File: config.mk
export PLATFORM = sky130hd
export DESIGN_NAME = sub_serial_ctrl
export DESIGN_NICKNAME = d
export VERILOG_FILES = /design/src/rtl/alu_pkg.sv /design/src/rtl/sub1.sv /design/src/rtl/sub_serial_ctrl.sv
export SDC_FILE = /design/constraint.sdc
export NUM_CORES = 1
export LEC_CHECK = 0
export ABC_CLOCK_PERIOD_IN_PS = 1750
export CAP_MARGIN = 20
export CORE_UTILIZATION = 45
export DETAILED_ROUTE_END_ITERATION = 7
export PLACE_DENSITY = 0.76
export SETUP_SLACK_MARGIN = 0.1
export SYNTH_ARGS = -nofsm -noshare
export SYNTH_HDL_FRONTEND = slang
export SYNTH_SLANG_ARGS = --single-unit
export TNS_END_PERCENT = 1
File: constraint.sdc
create_clock -name clk -period 1.75 [get_ports clk]
set_input_delay 0.175 -clock clk [delete_from_list [all_inputs] [get_ports clk]]
set_output_delay 0.175 -clock clk [all_outputs]
set_load 0.05 [all_outputs]
File: src/rtl/alu_pkg.sv
// Shared arithmetic-unit definitions: sequencer state encoding and default operand width.
package alu_pkg;

    localparam int SUB_WIDTH_DEFAULT = 4;

    typedef logic [1:0] state_t;

    localparam logic [1:0] ST_IDLE = 2'd0;
    localparam logic [1:0] ST_RUN  = 2'd1;
    localparam logic [1:0] ST_DONE = 2'd2;

endpackage

File: src/rtl/sub1.sv
// 1-bit full subtractor: out = a - b - bin, borrow_out set when the bit underflows.
module sub1 (
    input  logic a,
    input  logic b,
    input  logic bin,
    output logic out,
    output logic borrow_out
);

    assign out        = a ^ b ^ bin;
    assign borrow_out = (~a & (b | bin)) | (b & bin);

endmodule

File: src/rtl/sub_serial_ctrl.sv
// Bit-serial WIDTH-bit subtractor (a - b - borrow_in), LSB first, one sub1 cell reused per clock.
// Optional zero/ovf result flags are built when SUB_SERIAL_FLAGS_EN is defined.
module sub_serial_ctrl
    import alu_pkg::*;
#(
    parameter int WIDTH = SUB_WIDTH_DEFAULT
) (
    input  logic             clk,
    input  logic             rst,
    input  logic             in_valid,
    output logic             in_ready,
    input  logic [WIDTH-1:0] a,
    input  logic [WIDTH-1:0] b,
    input  logic             borrow_in,
    output logic             out_valid,
    input  logic             out_ready,
    output logic [WIDTH-1:0] diff,
    output logic             borrow_out,
    output logic             busy,
`ifdef SUB_SERIAL_FLAGS_EN
    output logic             zero,
    output logic             ovf,
`endif
    output state_t           state
);

    localparam int CNT_W = (WIDTH > 1) ? $clog2(WIDTH) : 1;

    // Handshakes: a transfer happens on a rising edge where valid and ready are both
    // high; the producer holds valid and data stable until that edge.

    state_t           state_q;
    logic [WIDTH-1:0] a_sh;
    logic [WIDTH-1:0] b_sh;
    logic [WIDTH-1:0] diff_sh;
    logic             borrow_q;
    logic [CNT_W-1:0] count;
    logic             bit_out;
    logic             bit_borrow;
    logic             last_bit;

    sub1 u_sub1 (
        .a          (a_sh[0]),
        .b          (b_sh[0]),
        .bin        (borrow_q),
        .out        (bit_out),
        .borrow_out (bit_borrow)
    );

    assign last_bit = (count == CNT_W'(WIDTH - 1));

    always_ff @(posedge clk) begin
        if (rst) begin
            state_q  <= ST_IDLE;
            a_sh     <= '0;
            b_sh     <= '0;
            diff_sh  <= '0;
            borrow_q <= 1'b0;
            count    <= '0;
        end else begin
            case (state_q)
                ST_IDLE: begin
                    if (in_valid) begin
                        a_sh     <= a;
                        b_sh     <= b;
                        borrow_q <= borrow_in;
                        count    <= '0;
                        state_q  <= ST_RUN;
                    end
                end
                ST_RUN: begin
                    a_sh     <= a_sh >> 1;
                    b_sh     <= b_sh >> 1;
                    diff_sh  <= {bit_out, diff_sh[WIDTH-1:1]};
                    borrow_q <= bit_borrow;
                    // Counter holds at its terminal value rather than wrapping.
                    if (last_bit) begin
                        state_q <= ST_DONE;
                    end else begin
                        count <= count + CNT_W'(1);
                    end
                end
                ST_DONE: begin
                    if (out_ready) begin
                        state_q <= ST_IDLE;
                    end
                end
                default: state_q <= ST_IDLE;
            endcase
        end
    end

`ifdef SUB_SERIAL_FLAGS_EN
    logic a_msb;
    logic b_msb;
    logic zero_q;
    logic ovf_q;

    // Flags are resolved on the final RUN edge, when the MSB difference bit is produced.
    always_ff @(posedge clk) begin
        if (rst) begin
            a_msb  <= 1'b0;
            b_msb  <= 1'b0;
            zero_q <= 1'b0;
            ovf_q  <= 1'b0;
        end else if (state_q == ST_IDLE && in_valid) begin
            a_msb <= a[WIDTH-1];
            b_msb <= b[WIDTH-1];
        end else if (state_q == ST_RUN && last_bit) begin
            zero_q <= ({bit_out, diff_sh[WIDTH-1:1]} == '0);
            ovf_q  <= (a_msb != b_msb) && (bit_out != a_msb);
        end
    end

    assign zero = zero_q;
    assign ovf  = ovf_q;
`endif

    assign in_ready   = (state_q == ST_IDLE);
    assign out_valid  = (state_q == ST_DONE);
    assign busy       = (state_q == ST_RUN);
    assign diff       = diff_sh;
    assign borrow_out = borrow_q;
    assign state      = state_q;

endmodule

==> results.cfg <==
[timing]
maxSlewHeadroom = 0.664
post-route-min-period_ps = 1650
setup_viol = 0
maxSlewViolCount = 0
fmax_mhz = 605
fin_tns_setup_ps = 0
tightestPinTransition_ps = 503
finalCritPeriodShare = 0.944
rsz0062_at_grt = yes
fin_skew_ps = 3.02
finalWorstSetupSlack_ps = 97.4
finalHoldViolations = 0

[layout]
area_growth_pct = 32.3
final_area_sq_um = 1100
layout_common_cells = dfxtp_1, clkdlybuf4s50_1, nor2_1, mux2i_1, a211oi_2
nNetsFinal = 119
diodes = 0
final_common_cell = dfxtp_1
drive_gt1_frac = 0.243

[logic_synthesis]
synth.avg_cell_area_sq_um = 10.5
yosysWarnings = 0
synth.distinct_cells = 23
synth_seq_cells = 17
netlist_instances = 79
yosysSeqAreaShare = 0.411
syn_area_sq_um = 828
synth_nets = 94

[setup_path]
critPathMaxFanout = 3
cp-end-kind = primary output
r2r_start = state[0]$_SDFFE_PP0P_
crit_family = buffers and inverters
timing.rr.end = count[0]$_SDFFE_PP0P_
critPathLaunch = diff[2]$_SDFFE_PP0N_
start_kind = flop
cp_slowest_cell = clkdlybuf4s50_1
crit_arrival_ps = 1480
crit_end = diff[2]
path_buf_inv = 1
cp_cell_sequence = clkdlybuf4s50_1
r2r_cells = 4
rrSetupSlack_ps = 440
worstPathRequired_ps = 1570
cp_num_cells = 1
critical_path_class = reg -> out
slowest_delay_ps = 810

[routing]
antenna_left = 0
wirelength_microns = 1550
drt_iter0_markers = 6
viasPerCell = 5.17
drc_errors = 0
drt-pass1-iter-count = 4
wl_per_cell_microns = 12.1
via_count = 662

[global_route]
antenna_found_initial = 0
grtUsageMet2 = 0.262
grt.met1_usage = 0.216
grt_pass1_wl_microns = 2430
track_usage = 0.175
busiest_layer = met2
met3_usage = 0.0360
grt_pass1_vias = 550
grt_max_degree = 18
overflow = 0

[place]
place_congestion = 0.732
placed_area_sq_um = 1070
io_buffers = 22
pre_cts_ws_ps = 345
hpwlAfterDp_microns = 1090

[clock_network]
clk_latency_ps = 290
root_buffer = clkbuf_4
h-tree-depth = 1
cts.sinks = 17
clk_path_buf_depth = 2
postCtsHoldBufs = 0
cts_buffers = 3
tritoncts = built
cts_setup_buffers = 0
cts.reportedPaths.clkPinSlew_ps = 90

[power]
combPwrFrac = 0.246
p_int_w = 0.000602
powerDensity_nw_per_um2 = 781
switching_share = 0.297
p_leak_nw = 0.443
netSwitchingPower_w = 0.000254
seq_power_share = 0.508
peakVddDrop_mv = 0.446
power.share.clock = 0.246

[floorplan]
fp.dieW_microns = 44.9
die_y_microns = 44.9
design.core.area_sq_um = 1730
num_rows = 15
io_pins = 23
initial_core_util = 0.480
floorplan.die_area_sq_um = 2020

[min_path]
min-delay-path-class = in -> reg

[status]
status = finished clean

[job]
maxCapViolCount = 0
-- how the worst min path moves through the flow --
| stage | cells past startpoint | from | to | slack [ps] |
|---|---|---|---|---|
| finish | 4 | out_ready | state[1]$_SDFFE_PP0P_ | 500 |
| global route | 2 | count[0]$_SDFFE_PP0P_ | count[0]$_SDFFE_PP0P_ | 530 |
| CTS | 4 | out_ready | state[1]$_SDFFE_PP0P_ | 490 |
| detailed placement | 2 | count[0]$_SDFFE_PP0P_ | count[0]$_SDFFE_PP0P_ | 490 |
| global placement | 2 | count[0]$_SDFFE_PP0P_ | count[0]$_SDFFE_PP0P_ | 480 |
| floorplan | 2 | in_valid | a_sh[3]$_SDFFE_PP0P_ | 340 |
-- repair_timing --
| action | 4_1_cts | 5_1_grt |
|---|---|---|
| endpoints found under the hold margin | 0 | 0 |
| gates resized for setup | 1 | 1 |
| setup endpoints to repair | 3 | 5 |
-- synth_stat cells --
library cell,n,area (sq um)
a211oi_2,8,100
a21oi_1,1,5.00
a22oi_1,1,7.51
a31oi_1,2,12.5
a32oi_1,2,17.5
buf_12,1,20.0
buf_2,2,10.0
buf_4,2,15.0
buf_6,1,11.3
dfxtp_1,17,340
fa_1,1,20.0
ha_1,1,12.5
inv_1,3,11.3
mux2i_1,11,110
nand2_1,2,7.51
nand3_1,2,10.0
nor2_1,13,48.8
nor2_2,3,18.8
nor2b_1,2,12.5
nor3_1,1,5.00
nor4b_1,1,8.76
o21ba_4,1,16.3
o21bai_1,1,7.51
-- final cells by class --
type	instances	area (sq um)
Timing Repair Buffer	26	264
Inverter	3	11.3
Multi-Input combinational cell	53	423
Fill cell	160	631
Tap cell	25	31.3
Clock buffer	4	26.3
Sequential cell	17	340
-- kinds of logic (layout without fill, tap and decap cells) --
| family | count (synthesis) | count (layout) | synth area share |
|---|---|---|---|
| AO/OA/AOI/OAI | 16 | 16 | 0.201 |
| flip-flops | 17 | 17 | 0.411 |
| multiplexers | 11 | 11 | 0.133 |
| buffers and inverters | 9 | 33 | 0.0816 |
| adder cells (fa/ha/maj) | 2 | 2 | 0.0393 |
| AND/OR/NAND/NOR | 24 | 24 | 0.134 |
-- through the flow --
stage          hold slack (ps)  instances   util  total power [W]
3_3_place_gp               476        124  0.619         0.000653
4_1_cts                    489        128  0.633         0.000864
3_5_place_dp               487        124  0.619         0.000657
6_report                   499        128  0.635         0.000856
2_1_floorplan              341         79      -         0.000589
5_1_grt                    528        128  0.635         0.000901
-- power by group through the flow --
stage          registers (W)  logic (W)  clock network [W]
3_5_place_dp        0.000444   0.000213                  0
3_3_place_gp        0.000443   0.000210                  0
6_report            0.000435   0.000210           0.000210
5_1_grt             0.000439   0.000227           0.000235
4_1_cts             0.000436   0.000212           0.000216
2_1_floorplan       0.000464   0.000125                  0
-- flip-flops by register name, indices dropped and copies added (netlist names) --
register    flops
a_sh            4
b_sh            4
diff            4
count           2
state           2
borrow_out      1
-- metal layers --
metal  wire length (microns)  vias to the layer above
li1                        -                      327
met1                     732                      314
met2                     725                       17
met3                      49                        4
met4                      41                        0
met5                       0                        -
No activity file was read; power rests on OpenSTA's default activity.
